**src/rtl/hilo_div_ctrl.sv**
```systemverilog
// HI/LO register file and sequencer for the multi-cycle divider.
// Holds divider operands stable for the whole run and stalls non-NOP commands while busy.
module hilo_div_ctrl #(
    parameter int WIDTH = 32
) (
    input  logic               clk,
    input  logic               rst,
    input  logic               cmd_valid,
    input  logic [2:0]         cmd_op,
    input  logic [WIDTH-1:0]   cmd_rs,
    input  logic [WIDTH-1:0]   cmd_rt,
    output logic               cmd_ack,
    input  logic               flush,
    output logic [WIDTH-1:0]   rd_data,
    output logic               busy,
    output logic [WIDTH-1:0]   hi,
    output logic [WIDTH-1:0]   lo,
    output logic               div_start,
    output logic               div_signd,
    output logic [WIDTH-1:0]   div_dividend,
    output logic [WIDTH-1:0]   div_divider,
    input  logic               div_ready,
    input  logic [2*WIDTH-1:0] div_remquot
);

    localparam logic [2:0] OP_NOP  = 3'd0;
    localparam logic [2:0] OP_DIV  = 3'd1;
    localparam logic [2:0] OP_DIVU = 3'd2;
    localparam logic [2:0] OP_MTHI = 3'd3;
    localparam logic [2:0] OP_MTLO = 3'd4;
    localparam logic [2:0] OP_MFHI = 3'd5;
    localparam logic [2:0] OP_MFLO = 3'd6;

    typedef enum logic [1:0] {
        S_IDLE  = 2'd0,
        S_START = 2'd1,
        S_WAIT  = 2'd2
    } state_t;

    state_t           r_state;
    state_t           w_next;
    logic [WIDTH-1:0] r_hi;
    logic [WIDTH-1:0] r_lo;
    logic [WIDTH-1:0] r_dividend;
    logic [WIDTH-1:0] r_divider;
    logic             r_signd;
    logic             w_accept;
    logic             w_capture;
    logic             w_nop_ack;

    assign w_nop_ack = cmd_valid && !flush && (cmd_op == OP_NOP);

    always_comb begin
        w_next    = r_state;
        w_accept  = 1'b0;
        w_capture = 1'b0;
        cmd_ack   = 1'b0;
        rd_data   = '0;
        div_start = 1'b0;
        case (r_state)
            S_IDLE: begin
                if (cmd_valid && !flush) begin
                    cmd_ack  = 1'b1;
                    w_accept = 1'b1;
                    case (cmd_op)
                        OP_DIV, OP_DIVU: w_next  = S_START;
                        OP_MFHI:         rd_data = r_hi;
                        OP_MFLO:         rd_data = r_lo;
                        default:         ;
                    endcase
                end
            end
            S_START: begin
                cmd_ack = w_nop_ack;
                // A flush here cancels the launch before the divider ever sees it.
                if (flush) begin
                    w_next = S_IDLE;
                end else begin
                    div_start = 1'b1;
                    w_next    = S_WAIT;
                end
            end
            S_WAIT: begin
                cmd_ack = w_nop_ack;
                if (flush) begin
                    w_next = S_IDLE;
                end else if (div_ready) begin
                    w_capture = 1'b1;
                    w_next    = S_IDLE;
                end
            end
            default: w_next = S_IDLE;
        endcase
    end

    always_ff @(posedge clk or posedge rst) begin
        if (rst) begin
            r_state    <= S_IDLE;
            r_hi       <= '0;
            r_lo       <= '0;
            r_dividend <= '0;
            r_divider  <= '0;
            r_signd    <= 1'b0;
        end else begin
            r_state <= w_next;
            if (w_accept) begin
                case (cmd_op)
                    OP_DIV, OP_DIVU: begin
                        r_dividend <= cmd_rs;
                        r_divider  <= cmd_rt;
                        r_signd    <= (cmd_op == OP_DIV);
                    end
                    OP_MTHI: r_hi <= cmd_rs;
                    OP_MTLO: r_lo <= cmd_rs;
                    default: ;
                endcase
            end
            if (w_capture) begin
                r_hi <= div_remquot[2*WIDTH-1:WIDTH];
                r_lo <= div_remquot[WIDTH-1:0];
            end
        end
    end

    assign busy         = (r_state != S_IDLE);
    assign hi           = r_hi;
    assign lo           = r_lo;
    assign div_signd    = r_signd;
    assign div_dividend = r_dividend;
    assign div_divider  = r_divider;

endmodule
```
**config.mk**
```make
export PLATFORM = sky130hd
export DESIGN_NAME = hilo_div_ctrl
export DESIGN_NICKNAME = d
export VERILOG_FILES = /design/src/rtl/hilo_div_ctrl.sv
export SDC_FILE = /design/constraint.sdc
export NUM_CORES = 1
export LEC_CHECK = 0
export CAP_MARGIN = 10
export CORE_UTILIZATION = 44
export CTS_BUF_LIST = sky130_fd_sc_hd__clkbuf_16
export CTS_CLUSTER_SIZE = 30
export DETAILED_ROUTE_END_ITERATION = 8
export PLACE_DENSITY = 0.87
export SLEW_MARGIN = 10
export SYNTH_ARGS = -nofsm -noshare
export SYNTH_HDL_FRONTEND = slang
export SYNTH_SLANG_ARGS = --single-unit
```
**constraint.sdc**
```tcl
create_clock -name clk -period 11.2 [get_ports clk]
set_clock_uncertainty 0.2 [all_clocks]
set_input_delay 3.36 -clock clk [delete_from_list [all_inputs] [get_ports clk]]
set_output_delay 3.36 -clock clk [all_outputs]
set_load 0.005 [all_outputs]
```
==> results of run 1 <==
[metrics by stage]
stage / cells / hold slack (ns) / utilization [%]
2_1_floorplan: 520 / 0.267 / -
3_5_place_dp: 962 / 0.271 / 68.4
6_report: 992 / 0.276 / 72.3
4_1_cts: 992 / 0.284 / 72.3
5_1_grt: 992 / 0.314 / 72.3
3_3_place_gp: 962 / 0.264 / 68.4
[sequential cells by signal (all words and copies together) (netlist names)]
register / count
div_divider: 32
r_state: 2
div_signd: 1
lo: 32
hi: 32
div_dividend: 32
[power breakdown]
part | total (mW) | switching, mW | internal [mW]
Clock | 0.480 | 0.187 | 0.293
Sequential | 0.894 | 0.181 | 0.714
Combinational | 0.942 | 0.307 | 0.635
Total | 2.32 | 0.675 | 1.64
[routing by layer]
| layer | GRT usage [%] | vias up | routed length [um] |
|---|---|---|---|
| met2 | 49.0 | 262 | 9950 |
| met1 | 28.7 | 2579 | 6850 |
| met3 | 7.87 | 43 | 1320 |
| met4 | 13.7 | 0 | 592 |
| met5 | 0 | - | 0 |
| li1 | - | 2413 | - |
[worst max-delay path: cells and delay by family]
kind                   cells  cell delay, ns
AO/OA/AOI/OAI              1            0.18
AND/OR/NAND/NOR            2            0.29
buffers and inverters      4            1.60
[cell usage after synthesis (all sizes together)]
master	count
nand3	2
xor2	1
or4b	1
nor2b	1
mux2	65
inv	5
nand2	2
and3	1
o22a	1
buf	13
o41ai	1
ha	4
nand3b	2
nor2	98
clkbuf	26
dfrtp	131
a21oi	66
nor3b	3
mux2i	64
a22oi	32
and4	1
[layout make-up]
class / instances / area share (%)
Sequential cell: 131 / 34.3
Inverter: 5 / 0.222
Clock buffer: 17 / 4.45
Timing Repair Buffer: 305 / 31.8
Multi-Input combinational cell: 345 / 26.2
Tap cell: 176 / 2.30
Clock inverter: 13 / 0.837
[path summary, 6_finish.rpt]
check / start / end / slack (ns) / cells after the start
worst max-delay path: cmd_op[0] / rd_data[4] / 2.17 / 7
worst min-delay path: div_signd$_DFFE_PP0P_ / div_signd$_DFFE_PP0P_ / 0.28 / 2
worst max register to register: r_state[1]$_DFFE_PP0P_ / lo[8]$_DFFE_PP0P_ / 8.04 / 7
worst min register to register: div_signd$_DFFE_PP0P_ / div_signd$_DFFE_PP0P_ / 0.28 / 2
max in group asynchronous: rst / div_divider[13]$_DFFE_PP0P_ / 6.16 / 3
min in group asynchronous: rst / div_divider[5]$_DFFE_PP0P_ / 3.23 / 2
[cell families (layout without fill, tap and decap cells)]
family          Yosys count  in the layout  synth area share [%]
simple gates            111            111                  7.80
flops                   131            131                  54.8
mux                     129            129                  22.9
compound gates          100            100                  9.83
fa+ha+maj                 4              4                 0.837
xor+xnor                  1              1                 0.146
buf+inv                  44            340                  3.66
==> impl_metrics.csv, run 1 <==
group,metric,value,unit
outcome,status,"finished clean",
synth,ys_top_cells_by_area,"dfrtp_1 (55%), mux2_2 (12%), mux2i_1 (11%)",
synth,synth_cell_types,23,
worst_setup_path,cp_data_arrival_time,5.47,ns
grt,grtUsageTotal,27.2,%
sta,final_max_slew_viol_count,0,
detailed_routing,drc,0,
pwr,leakagePower,4.10,nW
sta,maxSlewHeadroom,20.2,%
finish,multi_input_area,2500,um^2
worst_setup_path,cp.required,7.64,ns
die,die_area,14100,um^2
placement,gp_congestion,0.897,
synth,ys_seq_area_share,54.8,%
finish,final_net_count,945,
detailed_routing,drtAntennaViolNets,0,
finish,area_growth,59.9,%
pwr,peakVddDrop,0.164,mV
grt,grt_max_degree,76,
die,top_level_ports,300,
clock_network,cts.sinks,131,
sta,rsz0062_at_grt,"no",
sta,fmax,0.111,GHz
sta,setup_viol,0,
clock_network,cts_tree,"built",
worst_setup_path,timing_worst_setup_path_type,"in -> out",
clock_network,cts-htree-levels,4,
grt,grt_overflow,0,
worst_setup_path,slowest_stage,"clkdlybuf4s50_1",
worst_setup_path,crit_path_start_kind,"input port",
pwr,p_per_area,242,nW/um^2
synth,synth.avg_cell_area,11.5,um^2
clock_network,post_cts_resized,0,
detailed_routing,post_drt_wl_per_cell,18.9,um
sta,setup_tns,0,ns
placement,dp_hpwl,13200,um
synth,syn_area,5980,um^2
detailed_routing,vias,5297,
grt,antenna_found_initial,0,
die,rows,42,
finish,nFillCells,938,
clock_network,insertion_delay,0.42,ns
clock_network,ctsHoldBuffers,0,
synth,synthCells,520,
finish,register_area,3280,um^2
job,max_cap_violations,0,
placement,place_area,9060,um^2
worst_setup_path,timing.critical_path.fanout_max,32,
sta,timing.final.crit_share,80.6,%
placement,portBuffers,299,
clock_network,root_buffer,"clkbuf_16",
synth,synth_nets,660,
clock_network,clockBufferDepth,2,
placement,pre_cts_ws,2.22,ns
finish,design_area,9570,um^2
detailed_routing,viasPerCell,5.34,
detailed_routing,drt_iter0_drc,275,
detailed_routing,firstDrtPassIters,4,
clock_network,clk_pin_slew,0.05,ns
detailed_routing,finalWirelength,18700,um
worst_setup_path,crit_top_cell,"clkdlybuf4s50_1",
finish,final_layout_size_suffix_gt1_share,12.1,%
synth,synth-seq-cells,131,
grt,grt_pass1_wl,29300,um
finish,layout_common_cells,"clkdlybuf4s50_1 (299), dfrtp_1 (131), nor2_1 (98)",
worst_setup_path,cp_cell_sequence,"clkdlybuf4s50_1 -> inv_1 -> nor3b_2 -> buf_4 -> a22oi_1 -> nor2_1 -> clkdlybuf4s50_1",
die,dieHeight,119,um
worst_setup_path,critPathMaxStageDelay,0.57,ns
worst_setup_path,crit_path_end_kind,"output port",
die,start_util,45.2,%
synth,yosysWarnings,0,
synth,synth.top_cell.area_share,54.8,%
clock_network,cts_setup_buffers,0,
sta,fin_ws,2.17,ns
die,dieWidth,119,um
finish,layout_commonest_cell,"clkdlybuf4s50_1",
finish,diodes,0,
sta,min_period,9.03,ns
worst_hold_path,min_path_type,"reg -> reg",
synth,yosysTopAreaCell,"dfrtp_1",
pwr,finalPower,2.32,mW
grt,grt_pass1_vias,5631,
die,core,13200,um^2
clock_network,cts_buffers,17,
sta,worstMarginPinSlew,1.20,ns
sta,hold_viol,0,
Power figures use the tool's default switching activity.
==> run 2: changes to the inputs <==
--- a/config.mk
+++ b/config.mk
@@ -6,11 +6,11 @@
 export NUM_CORES = 1
 export LEC_CHECK = 0
 export CAP_MARGIN = 10
-export CORE_UTILIZATION = 44
+export CORE_UTILIZATION = 41
 export CTS_BUF_LIST = sky130_fd_sc_hd__clkbuf_16
 export CTS_CLUSTER_SIZE = 30
 export DETAILED_ROUTE_END_ITERATION = 8
-export PLACE_DENSITY = 0.87
+export PLACE_DENSITY = 0.82
 export SLEW_MARGIN = 10
 export SYNTH_ARGS = -nofsm -noshare
 export SYNTH_HDL_FRONTEND = slang
==> constraint.sdc (replaced) <==
create_clock -name clk -period 8.4 [get_ports clk]
set_clock_uncertainty 0.2 [all_clocks]
set_input_delay 2.52 -clock clk [delete_from_list [all_inputs] [get_ports clk]]
set_output_delay 2.52 -clock clk [all_outputs]
set_load 0.005 [all_outputs]
==> impl_metrics.csv, run 2 (synthesis gave the netlist of run 1 again) <==
group,metric,value,unit
outcome,status,"finished clean",
detailed_routing,finalWirelength,18900,um
worst_setup_path,r2r_slack,4.97,ns
sta,maxSlewHeadroom,19.8,%
grt,grtUsageTotal,25.7,%
grt,grtUsageMet3,7.57,%
sta,hold_ws,0.302,ns
clock_network,post_cts_resized,0,
grt,met2_usage,45.3,%
worst_setup_path,crit_path_end_kind,"output port",
sta,timing.final.crit_share,86.1,%
detailed_routing,post_drt_wl_per_cell,18.9,um
placement,gp_congestion,0.828,
clock_network,clockBufferDepth,2,
sta,min_period,7.23,ns
grt,busiest_layer,"met2",
grt,grt_max_degree,77,
clock_network,clk_pin_slew,0.06,ns
worst_setup_path,crit_top_cell,"clkdlybuf4s50_1",
detailed_routing,vias,5301,
clock_network,cts_tree,"built",
sta,hold_viol,0,
finish,final_net_count,947,
detailed_routing,drtAntennaViolNets,0,
worst_hold_path,hold_end,"div_divider[2]$_DFFE_PP0P_",
sta,rsz0062_at_grt,"no",
worst_setup_path,slowest_stage,"clkdlybuf4s50_1",
pwr,leakagePower,4.15,nW
grt,antenna_found_initial,0,
finish,nFillCells,1034,
finish,layout_commonest_cell,"clkdlybuf4s50_1",
die,dieWidth,123,um
worst_setup_path,reg2reg_from,"r_state[1]$_DFFE_PP0P_",
worst_setup_path,timing.critical_path.fanout_max,18,
worst_setup_path,r2r_cells,7,
placement,dp_hpwl,13300,um
grt,grt_pass1_vias,5461,
grt,use_met1,28.3,%
worst_hold_path,min_path_type,"reg -> reg",
clock_network,cts_setup_buffers,0,
die,top_level_ports,300,
pwr,peakVddDrop,0.221,mV
detailed_routing,drc,0,
finish,area_growth,62.2,%
sta,setup_tns,0,ns
sta,fmax,0.138,GHz
worst_setup_path,cp_cell_sequence,"clkdlybuf4s50_1 -> inv_1 -> nor3b_2 -> buf_4 -> a22oi_1 -> nor2_1 -> clkdlybuf4s50_1",
clock_network,ctsHoldBuffers,0,
finish,utilization,69.1,%
grt,grt_pass1_wl,29000,um
sta,setup_viol,0,
finish,stdcell_count,999,
sta,worstMarginPinSlew,1.20,ns
placement,portBuffers,299,
finish,final_layout_size_suffix_gt1_share,12.9,%
clock_network,cts-htree-levels,4,
worst_hold_path,whs_path_depth,1,
job,max_cap_violations,0,
finish,layout_common_cells,"clkdlybuf4s50_1 (299), dfrtp_1 (131), nor2_1 (98)",
placement,pre_cts_ws,1.16,ns
clock_network,insertion_delay,0.41,ns
worst_setup_path,cp_data_arrival_time,4.51,ns
worst_setup_path,rr_endpoint,"lo[12]$_DFFE_PP0P_",
worst_setup_path,crit_path_start_kind,"input port",
finish,multi_input_area,2500,um^2
worst_setup_path,critPathMaxStageDelay,0.56,ns
die,die_area,15100,um^2
worst_hold_path,min_from,"div_divider[2]$_DFFE_PP0P_",
placement,dp_cells,968,
worst_setup_path,timing_worst_setup_path_type,"in -> out",
sta,final_max_slew_viol_count,0,
die,rows,43,
sta,fin_ws,1.17,ns
die,start_util,42.6,%
worst_setup_path,cp.required,5.68,ns
die,dieHeight,123,um
die,core,14000,um^2
finish,register_area,3280,um^2
clock_network,cts_buffers,17,
pwr,p_per_area,333,nW/um^2
detailed_routing,viasPerCell,5.31,
clock_network,root_buffer,"clkbuf_16",
detailed_routing,drt_iter0_drc,294,
detailed_routing,firstDrtPassIters,5,
grt,grt_overflow,0,
clock_network,cts.sinks,131,
finish,diodes,0,
[run 2: changes by cell type in the layout (fill, tap and decap cells not counted), sizes merged]
cell	before	now
inv	8	7
clkinv	9	5
clkinvlp	0	2
buf	6	8
bufinv	1	5
[run 2: final cells by class]
| class | count | area share, % |
|---|---|---|
| clock buffers | 17 | 4.38 |
| clock inverters | 14 | 2.01 |
| inverters | 5 | 0.219 |
| multi-input cells | 345 | 25.8 |
| flip-flops and latches | 131 | 33.8 |
| well taps | 180 | 2.32 |
| repair buffers | 307 | 31.5 |
[run 2: stage by stage]
step	instance area, um^2	power (mW)
CTS	9700	3.26
finish	9700	3.23
detailed placement	9080	2.46
floorplan	5980	1.58
global placement	9080	2.40
global route	9700	3.41
[run 2: critical path, delay by kind of cell]
family | cells | cell delay (ns)
and+or+nand+nor | 2 | 0.34
AOI/OAI and AO/OA | 1 | 0.14
buffers and inverters | 4 | 1.51
[run 2: worst max-delay path by stage]
stage              start                           to  slack, ns  depth (start not counted)
2_1_floorplan        rst  div_dividend[0]$_DFFE_PP0P_       2.18                          1
3_3_place_gp   cmd_op[0]                   rd_data[9]       1.24                          7
3_5_place_dp   cmd_op[0]                  rd_data[28]       1.16                          7
4_1_cts        cmd_op[0]                  rd_data[28]       1.14                          7
5_1_grt        cmd_op[0]                  rd_data[28]       1.04                          7
6_report       cmd_op[0]                  rd_data[17]       1.17                          7
[run 2: power breakdown]
group,internal [mW],switching [mW]
Sequential,0.951,0.245
Clock,0.518,0.262
Combinational,0.846,0.409
[run 2: per-layer routing]
metal / up-vias / routed length, um
met3: 39 / 1450
met2: 255 / 9930
met5: - / 0
met1: 2604 / 6990
met4: 0 / 488
li1: 2403 / -
==> run 3: changes to the inputs <==
--- a/config.mk
+++ b/config.mk
@@ -10,6 +10,7 @@
 export CTS_BUF_LIST = sky130_fd_sc_hd__clkbuf_16
 export CTS_CLUSTER_SIZE = 30
 export DETAILED_ROUTE_END_ITERATION = 8
+export GPL_TIMING_DRIVEN = 0
 export PLACE_DENSITY = 0.82
 export SLEW_MARGIN = 10
 export SYNTH_ARGS = -nofsm -noshare
==> constraint.sdc (replaced) <==
create_clock -name clk -period 7.1 [get_ports clk]
set_clock_uncertainty 0.2 [all_clocks]
set_input_delay 2.13 -clock clk [delete_from_list [all_inputs] [get_ports clk]]
set_output_delay 2.13 -clock clk [all_outputs]
set_load 0.005 [all_outputs]
==> impl_metrics.csv, run 3 (synthesis gave the netlist of run 1 again) <==
group,metric,value,unit
finish,register_area,3280,um^2
placement,place_area,9230,um^2
finish,layout_commonest_cell,"clkdlybuf4s50_1",
sta,fmax,0.144,GHz
placement,dp_hpwl,14700,um
sta,min_period,6.94,ns
grt,grt_overflow,0,
sta,final_max_slew_viol_count,0,
worst_setup_path,cp.required,4.77,ns
finish,final_net_count,979,
die,start_util,42.6,%
worst_setup_path,r2r_slack,4.54,ns
clock_network,ctsHoldBuffers,0,
finish,diodes,0,
die,dieWidth,123,um
worst_setup_path,crit_path_end_kind,"output port",
die,core,14000,um^2
clock_network,cts_setup_buffers,0,
sta,hold_ws,0.285,ns
finish,area_growth,63.3,%
clock_network,insertion_delay,0.41,ns
die,rows,43,
grt,antenna_found_initial,0,
clock_network,cts_tree,"built",
grt,grt_pass1_wl,30600,um
worst_setup_path,r2r_cells,8,
die,die_area,15100,um^2
finish,layout_common_cells,"clkdlybuf4s50_1 (299), dfrtp_1 (131), nor2_1 (98)",
job,max_cap_violations,0,
finish,final_layout_size_suffix_gt1_share,12.5,%
pwr,clkPwrFrac,21.5,%
clock_network,clk_pin_slew,0.05,ns
worst_setup_path,crit_path_start_kind,"input port",
clock_network,cts.sinks,131,
pwr,leakagePower,4.19,nW
grt,grt_pass1_vias,5786,
worst_hold_path,min_path_type,"reg -> reg",
pwr,power.internal,2.63,mW
worst_hold_path,min_from,"div_signd$_DFFE_PP0P_",
worst_setup_path,cp_data_arrival_time,4.61,ns
pwr,p_per_area,380,nW/um^2
detailed_routing,viasPerCell,5.29,
clock_network,cts-htree-levels,4,
detailed_routing,drc,0,
clock_network,clockBufferDepth,2,
pwr,seqPwrFrac,38.0,%
sta,rsz0062_at_grt,"no",
outcome,status,"finished clean",
placement,gp_congestion,0.834,
pwr,peakVddDrop,0.206,mV
sta,timing.final.crit_share,97.7,%
worst_hold_path,hold_end,"div_signd$_DFFE_PP0P_",
worst_setup_path,rr_endpoint,"lo[2]$_DFFE_PP0P_",
detailed_routing,drtAntennaViolNets,0,
clock_network,cts_buffers,17,
sta,setup_viol,0,
die,top_level_ports,300,
sta,worstMarginPinSlew,0.719,ns
sta,maxSlewHeadroom,52.1,%
placement,portBuffers,299,
pwr,power_switching,1.08,mW
grt,grt_max_degree,74,
finish,design_area,9770,um^2
die,dieHeight,123,um
detailed_routing,post_drt_wl_per_cell,19.5,um
clock_network,root_buffer,"clkbuf_16",
worst_hold_path,whs_path_depth,2,
finish,utilization,69.6,%
worst_setup_path,timing_worst_setup_path_type,"in -> out",
detailed_routing,vias,5449,
worst_setup_path,reg2reg_from,"r_state[0]$_DFFE_PP0P_",
finish,nFillCells,1015,
worst_setup_path,timing.critical_path.fanout_max,10,
detailed_routing,finalWirelength,20100,um
detailed_routing,firstDrtPassIters,5,
pwr,swShare,29.1,%
detailed_routing,drt_iter0_drc,288,
sta,hold_viol,0,
grt,grtUsageTotal,27.3,%
pwr,pwr-share-comb,40.5,%
finish,multi_input_area,2490,um^2
[run 3: cell types whose count changed in the layout (fill, tap and decap cells not counted), sizes merged]
cell      change
buf           +6
inv           +3
clkinv        +1
clkinvlp      -2
clkbuf       +26
bufinv        -3
[run 3: layout make-up]
type | count | share of cell area (%)
Buffer | 39 | 2.06
Clock buffer | 17 | 4.35
Clock inverter | 13 | 1.09
Inverter | 5 | 0.243
Multi-Input combinational cell | 345 | 25.5
Sequential cell | 131 | 33.5
Tap cell | 180 | 2.30
Timing Repair Buffer | 300 | 30.9
[run 3: worst max-delay path, cell delays in order]
cell and delay [ns]:
clkdlybuf4s50_1 0.57, inv_1 0.11, nor3b_2 0.42, clkbuf_1 0.51
a22oi_1 0.17, nor2_1 0.15, clkdlybuf4s50_1 0.54
[run 3: power by group through the flow]
| stage | Clock, mW | Combinational (mW) | Sequential [mW] |
|---|---|---|---|
| after floorplan | 0 | 0.482 | 1.38 |
| after global placement | 0 | 1.46 | 1.38 |
| after detailed placement | 0 | 1.51 | 1.41 |
| after CTS | 0.812 | 1.52 | 1.40 |
| after global routing | 0.842 | 1.62 | 1.45 |
| final | 0.800 | 1.50 | 1.41 |
[run 3: worst max path at each step]
stage                     slack [ns]  startpoint                     endpoint  cells after the start
final                           0.16   cmd_op[0]                  rd_data[15]                      7
after global routing           0.002   cmd_op[0]                  rd_data[10]                      8
after CTS                       0.14   cmd_op[0]                   rd_data[9]                      7
after detailed placement       -0.14   cmd_op[0]                   rd_data[9]                      7
after global placement         -0.43         rst           hi[10]$_DFFE_PP0P_                      2
after floorplan                 1.27         rst  div_dividend[0]$_DFFE_PP0P_                      1
[run 3: per-stage QoR]
stage,setup TNS [ns],power (mW),cells,worst slack (ns)
after floorplan,0,1.87,520,1.27
after global placement,-56.09,2.85,999,-0.426
after detailed placement,-2.18,2.92,1000,-0.139
after CTS,0,3.73,1030,0.140
after global routing,0,3.92,1030,0.00162
final,0,3.71,1030,0.164
[run 3: metal layers]
layer / routed length, um / part of all wire [%] / vias to the layer above / track usage [%]
li1: - / - / 2465 / -
met1: 7870 / 39 / 2657 / 32.1
met2: 10200 / 51 / 280 / 46.9
met3: 1460 / 7.2 / 47 / 7.02
met4: 569 / 2.8 / 0 / 11.7
met5: 0 / 0 / - / 0
[run 3: what timing repair did]
| item | in CTS | in global routing |
|---|---|---|
| pin swaps | 0 | 0 |
| gates resized for setup | 1 | 2 |
| endpoints found under the setup margin | 30 | 2 |
